$ cat config.mk
export PLATFORM = sky130hd
export DESIGN_NAME = iob_bus_arbiter
export DESIGN_NICKNAME = d
export VERILOG_FILES = /design/src/rtl/iob_bus_arbiter.sv
export SDC_FILE = /design/constraint.sdc
export NUM_CORES = 1
export LEC_CHECK = 0
export BUFFER_PORTS_ARGS = -buffer_cell sky130_fd_sc_hd__buf_2
export CAP_MARGIN = 15
export CELL_PAD_IN_SITES_DETAIL_PLACEMENT = 0
export CELL_PAD_IN_SITES_GLOBAL_PLACEMENT = 1
export CORE_AREA = 2 2 122 124
export DETAILED_ROUTE_END_ITERATION = 16
export DIE_AREA = 0 0 124 126
export GPL_TIMING_DRIVEN = 0
export PLACE_DENSITY_LB_ADDON = 0.1
export SLEW_MARGIN = 40
export SYNTH_ARGS = -nofsm -noshare
export SYNTH_HDL_FRONTEND = slang
export SYNTH_SLANG_ARGS = --single-unit
export TNS_END_PERCENT = 30
$ cat constraint.sdc
create_clock -name clk_i -period 3.95 [get_ports clk_i]
set_input_delay 0.79 -clock clk_i [delete_from_list [all_inputs] [get_ports clk_i]]
set_output_delay 0.79 -clock clk_i [all_outputs]
set_load 0.02 [all_outputs]
$ cat src/rtl/iob_bus_arbiter.sv
// Two-requester arbiter sharing one IOb native memory port, one transaction in flight.
// Define IOB_BUS_ARBITER_RR_EN for round-robin ties; default gives the data requester priority.
module iob_bus_arbiter #(
    parameter int unsigned ADDR_W = 32,
    parameter int unsigned DATA_W = 32
) (
    input  logic                  clk_i,
    input  logic                  rst_i,

    input  logic                  i_avalid_i,
    input  logic [ADDR_W-1:0]     i_addr_i,
    input  logic [DATA_W-1:0]     i_wdata_i,
    input  logic [DATA_W/8-1:0]   i_wstrb_i,
    output logic [DATA_W-1:0]     i_rdata_o,
    output logic                  i_rvalid_o,
    output logic                  i_ready_o,

    input  logic                  d_avalid_i,
    input  logic [ADDR_W-1:0]     d_addr_i,
    input  logic [DATA_W-1:0]     d_wdata_i,
    input  logic [DATA_W/8-1:0]   d_wstrb_i,
    output logic [DATA_W-1:0]     d_rdata_o,
    output logic                  d_rvalid_o,
    output logic                  d_ready_o,

    output logic                  m_avalid_o,
    output logic [ADDR_W-1:0]     m_addr_o,
    output logic [DATA_W-1:0]     m_wdata_o,
    output logic [DATA_W/8-1:0]   m_wstrb_o,
    input  logic [DATA_W-1:0]     m_rdata_i,
    input  logic                  m_rvalid_i,
    input  logic                  m_ready_i,

    output logic                  busy_o
);

    typedef enum logic [1:0] {StIdle, StLocked, StWaitRd} state_e;

    state_e state_q, state_d, state_cur;
    logic   owner_q, owner_d;
    logic   tie_winner;
    logic   winner;
    logic   sel;
    logic   req_valid;
    logic   accepted;
    logic   is_write;

`ifdef IOB_BUS_ARBITER_RR_EN
    // Pointer holds the requester preferred on the next tie (0 = instruction).
    logic rr_q, rr_d;

    assign tie_winner = rr_q;

    always_comb begin
        rr_d = rr_q;
        if (accepted) begin
            rr_d = ~sel;
        end
    end

    always_ff @(posedge clk_i) begin
        if (rst_i) begin
            rr_q <= 1'b0;
        end else begin
            rr_q <= rr_d;
        end
    end
`else
    assign tie_winner = 1'b1;
`endif

    // Outputs see IDLE while reset is held so nothing leaks during the reset cycle.
    always_comb begin
        state_cur = rst_i ? StIdle : state_q;
        winner    = (i_avalid_i && d_avalid_i) ? tie_winner : d_avalid_i;
        sel       = (state_cur == StIdle) ? winner : owner_q;
        req_valid = 1'b0;
        case (state_cur)
            StIdle:   req_valid = i_avalid_i | d_avalid_i;
            StLocked: req_valid = owner_q ? d_avalid_i : i_avalid_i;
            default:  req_valid = 1'b0;
        endcase
    end

    assign m_avalid_o = req_valid;
    assign m_addr_o   = sel ? d_addr_i  : i_addr_i;
    assign m_wdata_o  = sel ? d_wdata_i : i_wdata_i;
    assign m_wstrb_o  = sel ? d_wstrb_i : i_wstrb_i;

    assign accepted = req_valid & m_ready_i;
    assign is_write = |m_wstrb_o;

    assign i_ready_o = req_valid & ~sel & m_ready_i;
    assign d_ready_o = req_valid &  sel & m_ready_i;

    assign i_rdata_o  = m_rdata_i;
    assign d_rdata_o  = m_rdata_i;
    assign i_rvalid_o = (state_cur == StWaitRd) & ~owner_q & m_rvalid_i;
    assign d_rvalid_o = (state_cur == StWaitRd) &  owner_q & m_rvalid_i;

    assign busy_o = (state_cur != StIdle);

    always_comb begin
        state_d = state_q;
        owner_d = owner_q;
        case (state_q)
            StIdle: begin
                if (req_valid) begin
                    owner_d = sel;
                    if (!accepted) begin
                        state_d = StLocked;
                    end else if (!is_write) begin
                        state_d = StWaitRd;
                    end
                end
            end
            StLocked: begin
                if (!req_valid) begin
                    state_d = StIdle;
                end else if (accepted) begin
                    state_d = is_write ? StIdle : StWaitRd;
                end
            end
            StWaitRd: begin
                if (m_rvalid_i) begin
                    state_d = StIdle;
                end
            end
            default: state_d = StIdle;
        endcase
    end

    always_ff @(posedge clk_i) begin
        if (rst_i) begin
            state_q <= StIdle;
            owner_q <= 1'b0;
        end else begin
            state_q <= state_d;
            owner_q <= owner_d;
        end
    end

endmodule

# Word-level counts from Yosys, hierarchy flattened
# Cells that the tools add are included.
totals:
  reg_bits: 3
  in_bits: 174
  out_inout_bits: 138
  elab_cells: 45
op_classes:
  n_eq_ne: 8
  mux: 16
  n_bitwise: 12
  n_reduce_logical: 7
op_table:
  columns: ["cell", "count"]
  rows:
  - ["$mux W32", 2]
  - ["$mux W2", 8]
  - ["$and A1 B1 Y1", 9]
  - ["$ne A3 B3 Y1 const B", 2]
  - ["$pmux W2 S3", 1]
  - ["$eq A2 B1 Y1 const B", 2]
  - ["$eq A2 B2 Y1 const B", 2]
  - ["$logic_not A2 Y1", 2]
  - ["$mux W4", 1]
  - ["$ne A2 B2 Y1 const B", 2]
  - ["$reduce_and A4 Y1", 1]
  - ["$reduce_or A4 Y1", 1]
  - ["$mux W1", 3]
  - ["$not A1 Y1", 2]
  - ["$pmux W1 S2", 1]
  - ["$reduce_and A2 Y1", 1]
  - ["$reduce_bool A2 Y1", 1]
  - ["$logic_and A1 B1 Y1", 1]
  - ["$or A1 B1 Y1", 1]

# Depth between registers and ports, before layout
# Gate-level depths: netlist (run 1).
logic_depth:
  ltp_word: 9
  ltp_mapped: 4
  ltp_nobuf: 4

# Least setup slack after synthesis (run 1)
# OpenSTA, ideal clock, no wires.
synth_path:
  kind: "in2out"
  startpoint: "in rst_i"
  endpoint: "out m_addr_o[0]"
  t_arrival_ns: 2.001
  required_ns: 3.160
  setup_slack_ns: 1.159
  path_stages: 4
  n_path_buf: 1
  cell_sequence: "o21bai_1 mux2i_4 clkbuf_8 mux2_2"
synth_via:
  elab_chain_len: 4
synth_lines:
  columns: ["item", "line_no", "text"]
  rows:
  - ["start: declaration", "8", "input logic rst_i,"]
  - ["$mux W2", "74", "state_cur = rst_i ? StIdle : state_q;"]
  - ["$logic_not A2 Y1", "76", "sel = (state_cur == StIdle) ? winner : owner_q;"]
  - ["$mux W1", "76", null]
  - ["$mux W32", "86", "assign m_addr_o = sel ? d_addr_i : i_addr_i;"]
  - ["end: declaration", "27", "output logic [ADDR_W-1:0] m_addr_o,"]
# No other way between the ends.

# Worst setup path in the final report (run 1)
layout_path:
  startpoint: "in rst_i"
  endpoint: "out m_addr_o[10]"
# The elaborated chain is that of the path after synthesis.

==> metrics.md, run 1 <==
| Metric | Value |
|---|---|
| Core region area | about 0.014 sq mm |
| Detail Placement HPWL | 6400 um |
| GP Congestion | ~0.74 |
| Worst slew pin tran | 0.532 ns |
| Mapped cell area | approximately 0.0016 sq mm |
| Fin. Hold Viols | 0 |
| Hold_ws | 0.580 ns |
| Critical Path End | m_addr_o[10] |
| Vias | 2,179 |
| Largest family of logic cells by synthesized area | multiplexers |
| # setup viols final | 0 |
| Pre-CTS setup slack | 0.512 ns |
| Top cell type's share of synthesized area | 0.487 |
| Seq/Total Area, Yosys | 0.0382 |
| Pre-antenna DRT Iters | 4 |
| Multi-input gate area | 932 sq um |
| Initial antenna violation count | 0 |
| Synth Instances | roughly 170 |
| Most frequent cell after synthesis | mux2_2 |
| Number of synthesized flops with an enable pin | 0 |
| FF-to-FF path depth | 4 |
| Post-synth top cells | mux2_2 (68), buf_4 (64), clkbuf_8 (7), nor2_1 (4), dfxtp_1 (3) |
| Antenna diode count | 0 |
| Unrepaired setup endpoints after global routing | no |
| R2r setup slk | 2.14 ns |
| Yosys top cell by area | mux2_2 |
| Vias in the first global route | approximately 2,000 |
| Compound-cell area share of the yosys netlist | 0.0302 |
| WP data required | around 3.2 ns |
| Setup ws final | between 0.6 and 0.7 ns |
| Max-Cap Viols | 0 |
| DRC | 0 |
| Adder-Cell Fraction of Synth Area | 0 |
| Setup TNS | 0 ns |
| Power per cell area | ~200 mW/mm^2 |
| I/O Pins | about 310 |
| Gr ovfl total | 0 |
| Final Critical Period | approximately 3.3 ns |
| Yosys reg bits | 3 |
| Synthesized Nets | ~340 |
| Sequential cell area | between 60 and 70 sq um |
| Status | finished, final reports clean |
| Worst r2r dst | state_q[1]$_SDFFE_PP0P_ |
| Async SR Flop Fraction | 0 |
| Clk sinks | 3 |
| Ys flop type | dfxtp_1 |
| WS Path Type | in2out |
| Crit. End Element | output pin |
| Die width | ~120 um |
| Longest Clk Path Bufs | 2 |
| Crit-path max FO | 10 |
| Critical path data arrival time | 2.53 ns |
| ANT nets after route | 0 |
| First-pass GRT wire length | between 9000 and 10,000 um |
| Setup Buffers After CTS | 0 |
| IO buf count | between 200 and 300 |
| Fin crit share | 0.841 |
| Netlist cell types | 22 |
| Vias per inst | around 3.4 |
| Max Transition Viols Final | 0 |
| Routed WL | between 7000 and 8000 um |
| Setup crit start | rst_i |
| GRT Util Overall | 0.0774 |
| Layout cells sized above 1 | 0.946 |
| Initial Util | 0.110 |
| Clock latency on the worst-skew pair | 0.22 ns |
| Static leakage | roughly 1.9 nW |
| Die height | 126 um |
| Nets@finish | approximately 620 |
| Clock-pin slew on the worst setup and hold paths | around 0.03 ns |
| Largest net degree at the start of global routing | 11 |
| Final-layout fill cell count | around 1,600 |
| CTS tree | built |
| Clock skew | ~0.00027 ns |
| Drt wl/cell | 11.2 um |
| H-tree lvl count | 1 |
| Synth area leaders | mux2_2 (49%), buf_4 (31%), clkbuf_8 (6.1%), dfxtp_1 (3.8%), mux2i_4 (1.4%) |
| Multiplexer share of the synthesized area | 0.514 |
| Clk Tree Root Cell | clkbuf_16 |
| CTS resizes | 0 |
| Hold Path Class | reg2reg |
| Worst r2r src | state_q[0]$_SDFFE_PP0P_ |
| CTS Buf Count | 3 |
| Fmax achieved | ~300 MHz |
| Hold_buf cts | 0 |
| Row cnt | between 40 and 50 |
| Worst rel slew slack | 0.638 |
| Post-route core utilization | 0.229 |
| P&R area growth vs syn | 108% |
| Post-Synth Simple-Gate Area | 0.0485 |
| Peak VDD IR | roughly 0.000090 V |
| CP Launch Type | primary input |
| Synth Area in XOR/XNOR | 0 |
| 1st-iter DRT viols | 16 |
| Synth Area per Inst | roughly 9.5 sq um |
| Die footprint | about 0.016 sq mm |
| Yosys warning total | 0 |
## state kept, by name, summed over array words and instances, names as in the netlist
name / count
owner_q: 1
state_q: 2
## through the flow
stage               instances  power, mW  cell area [sq um]
floorplan                 165      0.330               1570
global placement          628      0.503               3200
detailed placement        628      0.502               3200
CTS                       632      0.665               3280
global route              632      0.696               3280
finish                    632      0.655               3280
## layer usage
layer	vias to the layer above	track usage	wire (um)
li1	1087	-	-
met1	929	0.0710	2230
met2	159	0.166	4020
met3	4	0.0113	792
met4	0	0.0238	28
met5	-	0	0
## cells in the final DEF, fill, tap and decap left out
| cell type | netlist | layout |
|---|---|---|
| and3_1 | 1 | 1 |
| o22a_2 | 1 | 1 |
| o221ai_1 | 1 | 1 |
| mux2_2 | 68 | 68 |
| inv_1 | 1 | 1 |
| buf_4 | 64 | 64 |
| mux2i_4 | 1 | 1 |
| clkbuf_1 | 0 | 1 |
| or4b_2 | 1 | 1 |
| clkbuf_8 | 7 | 7 |
| clkbuf_16 | 0 | 3 |
| a22oi_1 | 1 | 1 |
| nor3b_1 | 1 | 1 |
| nor3_1 | 1 | 1 |
| dfxtp_1 | 3 | 3 |
| mux2i_1 | 2 | 2 |
| nand3b_1 | 1 | 1 |
| a21oi_1 | 1 | 1 |
| o21bai_1 | 1 | 1 |
| nor4b_1 | 1 | 1 |
| o41ai_1 | 1 | 1 |
| nor2_1 | 4 | 4 |
| nand2_1 | 1 | 1 |
| nor4_1 | 2 | 2 |
| buf_2 | 0 | 279 |
## how the worst min path moves through the flow
stage	startpoint	end	slack, ns	cells past startpoint
6_report	state_q[1]$_SDFFE_PP0P_	state_q[1]$_SDFFE_PP0P_	0.58	1
5_1_grt	state_q[1]$_SDFFE_PP0P_	state_q[1]$_SDFFE_PP0P_	0.63	1
4_1_cts	state_q[1]$_SDFFE_PP0P_	state_q[1]$_SDFFE_PP0P_	0.60	1
3_5_place_dp	state_q[1]$_SDFFE_PP0P_	state_q[1]$_SDFFE_PP0P_	0.58	1
3_3_place_gp	state_q[1]$_SDFFE_PP0P_	state_q[1]$_SDFFE_PP0P_	0.57	1
2_1_floorplan	state_q[1]$_SDFFE_PP0P_	state_q[1]$_SDFFE_PP0P_	0.50	1
## power by group
group,switching (mW),internal [mW]
clock,0.0272,0.133
combinational,0.230,0.230
sequential,0.00276,0.0321
total,0.260,0.395
## worst max-delay path, cell delays in order
cell and delay [ns]:
buf_2 0.16, o21bai_1 0.21, mux2i_4 0.57, clkbuf_8 0.29, mux2_2 0.35, buf_2 0.16
## final cells by class
| class | instances | area share |
|---|---|---|
| multi-input combinational | 90 | 0.284 |
| inverter | 1 | 0.00115 |
| sequential | 3 | 0.0183 |
| tap | 184 | 0.0702 |
| buffer | 71 | 0.176 |
| timing repair buffer | 279 | 0.426 |
| clock buffer | 4 | 0.0240 |
## cells by family (layout without fill, tap and decap cells)
| group | Yosys count | after routing |
|---|---|---|
| AO/OA/AOI/OAI | 6 | 6 |
| buffers and inverters | 72 | 355 |
| flip-flops | 3 | 3 |
| multiplexers | 71 | 71 |
| AND/OR/NAND/NOR | 13 | 13 |
No activity file was read; power rests on OpenSTA's default activity.
==> run 2, diff against run 1 <==
CORE_AREA = 2 2 123 125   (was 2 2 122 124)
DIE_AREA = 0 0 125 127   (was 0 0 124 126)
clock period = 3.1 ns   (was 3.95 ns; I/O delays follow)
==> run 2 against run 1 <==
  * Combinational power grew 29%
  * Design area up 0.61%
  * Count of clock-buffer cells in the layout unchanged
  * Hold slack gained 0.012 ns
  * Critical path depth is 1 higher
  * Register-to-register slack worse by 0.63 ns
  * Via count increased by 1.7%
  * Clock skew increased by 0.00066 ns
  * Clock power rose by 27%
==> metrics.md, run 2 (synthesized netlist as in run 1, its figures left out) <==
| Metric | Value |
|---|---|
| Status | finished, final reports clean (unchanged) |
| Crit-path max FO | 10 (unchanged) |
| Crit. End Element | output pin (unchanged) |
| Hold_ws | 0.592 ns (was 0.580 ns) |
| Max reg flops | 2 (unchanged) |
| Antenna diode count | 0 (unchanged) |
| 1st-iter DRT viols | 31 (was 16) |
| Biggest register | state_q (unchanged) |
| WS Path Type | in2out (unchanged) |
| Largest net degree at the start of global routing | 11 (unchanged) |
| CTS Buf Count | 3 (unchanged) |
| Vias per inst | 3.50 (was 3.45) |
| Drt wl/cell | 11.9 um (was 11.2 um) |
| Clock latency on the worst-skew pair | 0.22 ns (about the same) |
| Combinational power share | 0.705 (was 0.702) |
| Layout cells sized above 1 | 0.947 (was 0.946) |
| CTS tree | built (unchanged) |
| P&R area growth vs syn | 110% (was 108%) |
| Commonest non-fill, non-tap cells in the layout | buf_2 (279), mux2_2 (68), buf_4 (64) (unchanged) |
| Final Critical Period | approximately 2.8 ns |
| Worst rel slew slack | 0.780 (was 0.638) |
| Die width | 125 um (was 124 um) |
| Hold_buf cts | 0 (unchanged) |
| Setup crit start | rst_i (unchanged) |
| Setup Buffers After CTS | 1 (was 0) |
| Longest Clk Path Bufs | 2 (unchanged) |
| Die height | 127 um (was 126 um) |
| H-tree lvl count | 1 (unchanged) |
| Core region area | 0.0144 sq mm (was 0.0143 sq mm) |
| FF-to-FF path depth | 5 (was 4) |
| Static leakage | 1.86 nW (was 1.85 nW) |
| Max Transition Viols Final | 0 (unchanged) |
| R2r setup slk | 1.51 ns (was 2.14 ns) |
| Met2 Track Usage GR | 0.180 (was 0.166) |
| Commonest non-fill, non-tap cell in the layout | buf_2 (unchanged) |
| Total power draw | 841 uW (was 655 uW) |
| Clock share of power | 0.243 (was 0.245) |
| Initial antenna violation count | 0 (unchanged) |
| Fin. Hold Viols | 0 (unchanged) |
| Grt met3 use | 0.0193 (was 0.0113) |
| Clk Tree Root Cell | clkbuf_16 (unchanged) |
| Largest regs | state_q x2, owner_q x1 (unchanged) |
| CP Launch Type | primary input (unchanged) |
| Unrepaired setup endpoints after global routing | no (unchanged) |
| Pre-CTS setup slack | 0.000598 ns (was 0.512 ns) |
| Die footprint | 0.0159 sq mm (was 0.0156 sq mm) |
| Final instance area | 0.00330 sq mm (was 0.00328 sq mm) |
| Routed WL | 7510 um (was 7070 um) |
| Nets@finish | 624 (was 623) |
| Max-Cap Viols | 0 (unchanged) |
| Hold Path Class | reg2reg (unchanged) |
| DRC | 0 (unchanged) |
| I/O Pins | 312 (unchanged) |
| WP data required | 2.48 ns (was 3.16 ns) |
| CTS resizes | 0 (unchanged) |
| ANT nets after route | 0 (unchanged) |
| Grt peak-use layer | met2 (unchanged) |
| Post-DP Area | 0.00320 sq mm (unchanged) |
| Sw frac | 0.396 (was 0.397) |
| Initial Util | 0.109 (was 0.110) |
| Gr ovfl total | 0 (unchanged) |
| Clock skew | 0.000926 ns (was 0.000268 ns) |
| Vias | 2,215 (was 2,179) |
| GRT Util Overall | 0.0825 (was 0.0774) |
| Clk sinks | 3 (unchanged) |
| Clock-pin slew on the worst setup and hold paths | 0.03 ns (about the same) |
| Psw | 333 uW (was 260 uW) |
| Peak VDD IR | 0.000139 V (was 0.0000898 V) |
| Worst slew pin tran | 0.329 ns (was 0.532 ns) |
| Vias in the first global route | 2,229 (was 2,014) |
| Met1 Use GR | 0.0767 (was 0.0710) |
| Reg power frac | 0.053 (about the same) |
| Detail Placement HPWL | 6860 um (was 6400 um) |
| Fin crit share | 0.898 |
| Critical path data arrival time | 2.16 ns (was 2.53 ns) |
| Worst r2r src | state_q[0]$_SDFFE_PP0P_ (unchanged) |
| Power per cell area | 255 mW/mm^2 (was 200 mW/mm^2) |
| IO buf count | 279 (unchanged) |
| Fmax achieved | 359 MHz |
| First-pass GRT wire length | 10,700 um (was 9330 um) |
| Critical Path End | m_addr_o[27] (was m_addr_o[10]) |
| GP Congestion | 0.732 (was 0.740) |
| Pre-antenna DRT Iters | 2 (was 4) |
| Setup TNS | 0 ns (unchanged) |
| Row cnt | 44 (unchanged) |
| Setup ws final | 0.317 ns (was 0.629 ns) |
| Worst r2r dst | state_q[1]$_SDFFE_PP0P_ (unchanged) |
| Int Pwr | 508 uW (was 395 uW) |
| # setup viols final | 0 (unchanged) |
==> run 2: cell count changes in the layout (fill, tap and decap cells not counted) <==
cell    before  now
buf_12       0    1
==> run 2: through the flow <==
step | utilization | cells
2_1_floorplan | - | 165
6_report | 0.229 | 633
4_1_cts | 0.229 | 633
3_5_place_dp | 0.222 | 628
3_3_place_gp | 0.222 | 628
5_1_grt | 0.229 | 633
==> run 2: area by class of cell <==
| type | count | area [sq um] |
|---|---|---|
| multi-input combinational | 90 | 932 |
| fill | 1630 | 11100 |
| tap | 184 | 230 |
| buffer | 71 | 577 |
| clock buffer | 4 | 78.8 |
| inverter | 1 | 3.75 |
| sequential | 3 | 60.1 |
| timing repair buffer | 280 | 1420 |
==> run 2: worst min path at each step <==
stage | startpoint | endpoint | slack [ns] | cells after the start
final | state_q[1]$_SDFFE_PP0P_ | state_q[1]$_SDFFE_PP0P_ | 0.59 | 1
after global routing | m_ready_i | state_q[0]$_SDFFE_PP0P_ | 0.61 | 2
after CTS | state_q[1]$_SDFFE_PP0P_ | state_q[1]$_SDFFE_PP0P_ | 0.58 | 1
after detailed placement | state_q[1]$_SDFFE_PP0P_ | state_q[1]$_SDFFE_PP0P_ | 0.58 | 1
after global placement | state_q[1]$_SDFFE_PP0P_ | state_q[1]$_SDFFE_PP0P_ | 0.58 | 1
after floorplan | state_q[1]$_SDFFE_PP0P_ | state_q[1]$_SDFFE_PP0P_ | 0.50 | 1
==> run 2: critical path: stages <==
cell	delay, ns
buf_2	0.15
o21bai_1	0.21
mux2i_4	0.31
buf_12	0.16
clkbuf_8	0.17
mux2_2	0.36
buf_2	0.16
==> run 2: metal layers <==
metal / share of wire / vias up
li1: - / 1090
met1: 0.32 / 944
met2: 0.57 / 179
met4: 0.0036 / 0
met5: 0 / -
met3: 0.11 / 2
==> run 2: power groups by stage <==
| stage | clock network [mW] | logic, mW | registers (mW) |
|---|---|---|---|
| final | 0.204 | 0.592 | 0.0442 |
| after global routing | 0.213 | 0.632 | 0.0448 |
| after CTS | 0.209 | 0.604 | 0.0442 |
| after detailed placement | 0 | 0.598 | 0.0447 |
| after global placement | 0 | 0.600 | 0.0449 |
| after floorplan | 0 | 0.376 | 0.0439 |
==> run 3, diff against run 2 <==
CAP_MARGIN = not set   (was 15)
PLACE_DENSITY = 0.68   (was not set)
PLACE_DENSITY_LB_ADDON = not set   (was 0.1)
==> run 3 against run 2 <==
  * Cell count stayed put
  * Register-to-register slack worse by 0.07 ns
  * Sequential cell count stayed put
  * First-iteration DRC count is 3.2% lower
  * Routed wire length is 4.8% lower
  * Highest routed layer unchanged
  * Non-clock buffer count stayed put
  * Critical path depth stayed put
  * Largest power group unchanged
  * Die area stayed put
  * Sequential power hardly changed
  * Count of clock-buffer cells in the layout stayed put
==> metrics.md, run 3 (synthesized netlist as in run 1, its figures left out) <==
| Metric | Value |
|---|---|
| Max-Cap Viols | 0 (unchanged) |
| Power per cell area | 257 mW/mm^2 (was 255 mW/mm^2) |
| Placed Cells | 628 (unchanged) |
| Gr ovfl total | 0 (unchanged) |
| GP Congestion | 0.746 (was 0.732) |
| Clock skew | 0.000593 ns (was 0.000926 ns) |
| Clk sinks | 3 (unchanged) |
| Initial Util | 0.109 (unchanged) |
| CP Launch Type | primary input (unchanged) |
| Slowest-stage cell, CP | mux2_2 (unchanged) |
| Finished Layout Cells | 633 (unchanged) |
| Fmax achieved | 356 MHz (was 359 MHz) |
| GRT Util Overall | 0.0752 (was 0.0825) |
| Initial antenna violation count | 0 (unchanged) |
| Grt peak-use layer | met2 (unchanged) |
| Peak VDD IR | 0.000152 V (was 0.000139 V) |
| Final-layout fill cell count | 1,625 (was 1,630) |
| Commonest non-fill, non-tap cells in the layout | buf_2 (279), mux2_2 (68), buf_4 (64) (unchanged) |
| Vias per inst | 3.38 (was 3.50) |
| CTS tree | built (unchanged) |
| Fin. Hold Viols | 0 (unchanged) |
| Clock-pin slew on the worst setup and hold paths | 0.03 ns (about the same) |
| Largest net degree at the start of global routing | 11 (unchanged) |
| Clock latency on the worst-skew pair | 0.22 ns (about the same) |
| Layout cells sized above 1 | 0.947 (unchanged) |
| Final Critical Period | 2.81 ns (was 2.78 ns) |
| CTS Buf Count | 3 (unchanged) |
| 1st-iter DRT viols | 30 (was 31) |
| Pre-antenna DRT Iters | 4 (was 2) |
| Row cnt | 44 (unchanged) |
| Vias | 2,142 (was 2,215) |
| Biggest register | state_q (unchanged) |
| Max Transition Viols Final | 0 (unchanged) |
| # setup viols final | 0 (unchanged) |
| Drt wl/cell | 11.3 um (was 11.9 um) |
| Core region area | 0.0144 sq mm (unchanged) |
| Die height | 127 um (unchanged) |
| IO buf count | 279 (unchanged) |
| Commonest non-fill, non-tap cell in the layout | buf_2 (unchanged) |
| Die footprint | 0.0159 sq mm (unchanged) |
| Total power draw | 847 uW (was 841 uW) |
| Antenna diode count | 0 (unchanged) |
| Fin crit share | 0.907 (was 0.898) |
| P&R area growth vs syn | 110% (unchanged) |
| Met1 Use GR | 0.0921 (was 0.0767) |
| Vias in the first global route | 1,944 (was 2,229) |
| Crit-path max FO | 10 (unchanged) |
| First-pass GRT wire length | 9840 um (was 10,700 um) |
| WP data required | 2.48 ns (about the same) |
| DRC | 0 (unchanged) |
| H-tree lvl count | 1 (unchanged) |
| Routed WL | 7150 um (was 7510 um) |
| Longest Clk Path Bufs | 2 (unchanged) |
| Worst rel slew slack | 0.781 (was 0.780) |
| Die width | 125 um (unchanged) |
| WS Path Type | in2out (unchanged) |
| Worst slew pin tran | 0.328 ns (was 0.329 ns) |
| Slowest stage delay, CP | 0.36 ns (about the same) |
| Largest regs | state_q x2, owner_q x1 (unchanged) |
| Crit. End Element | output pin (unchanged) |
| Hold Path Class | reg2reg (unchanged) |
| CTS resizes | 0 (unchanged) |
| Unrepaired setup endpoints after global routing | no (unchanged) |
| Nets@finish | 624 (unchanged) |
| Status | finished, final reports clean (unchanged) |
| ANT nets after route | 0 (unchanged) |
| I/O Pins | 312 (unchanged) |
| Detail Placement HPWL | 6470 um (was 6860 um) |
| Setup TNS | 0 ns (unchanged) |
| R2r setup slk | 1.44 ns (was 1.51 ns) |
| Grt met3 use | 0.0138 (was 0.0193) |
| Max reg flops | 2 (unchanged) |
| Static leakage | 1.86 nW (unchanged) |
| Met2 Track Usage GR | 0.137 (was 0.180) |
| Critical path's most frequent cell | buf_2 (unchanged) |
| Cell Chain, Critical Path | buf_2 > o21bai_1 > mux2i_4 > buf_12 > clkbuf_8 > mux2_2 > buf_2 (unchanged) |
| Critical path data arrival time | 2.19 ns (was 2.16 ns) |
| Clk Tree Root Cell | clkbuf_16 (unchanged) |
[run 3: area by class of cell]
cell class | count | area, sq um | share of cell area
repair buffers | 280 | 1420 | 0.429
multi-input cells | 90 | 932 | 0.283
plain buffers | 71 | 577 | 0.175
well taps | 184 | 230 | 0.0698
clock buffers | 4 | 78.8 | 0.0239
flip-flops and latches | 3 | 60.1 | 0.0182
inverters | 1 | 3.75 | 0.00114
[run 3: what timing repair did]
action	in CTS	in global routing
hold buffers	0	0
buffers inserted	0	1
setup endpoints to repair	0	13
[run 3: critical path, delay by kind of cell]
kind / cells / cell delay, ns
multiplexers: 2 / 0.68
buffers and inverters: 4 / 0.67
AO/OA/AOI/OAI: 1 / 0.21
[run 3: worst paths after layout]
kind,depth (start not counted),startpoint,to
worst max-delay path,7,rst_i,m_wstrb_o[3]
worst min-delay path,1,state_q[1]$_SDFFE_PP0P_,state_q[1]$_SDFFE_PP0P_
worst max register to register,5,state_q[0]$_SDFFE_PP0P_,state_q[1]$_SDFFE_PP0P_
worst min register to register,1,state_q[1]$_SDFFE_PP0P_,state_q[1]$_SDFFE_PP0P_
[run 3: power by group]
| group | switching (mW) | internal [mW] |
|---|---|---|
| Sequential | 0.00352 | 0.0409 |
| Combinational | 0.300 | 0.297 |
| Clock | 0.0358 | 0.170 |
[run 3: per-layer routing]
layer | wire length [um] | vias up
li1 | - | 1089
met1 | 2790 | 935
met2 | 3770 | 112
met5 | 0 | -
met3 | 540 | 6
met4 | 55 | 0
[run 3: stage by stage]
step                      hold slack (ns)  area, sq um  utilization  setup slack (ns)
after CTS                           0.579         3280        0.227            0.0457
after detailed placement            0.568         3200        0.222            0.0562
after global placement              0.571         3200        0.222            0.0520
final                               0.582         3300        0.229             0.289
after global routing                0.605         3300        0.229             0.194
after floorplan                     0.504         1570            -             0.649
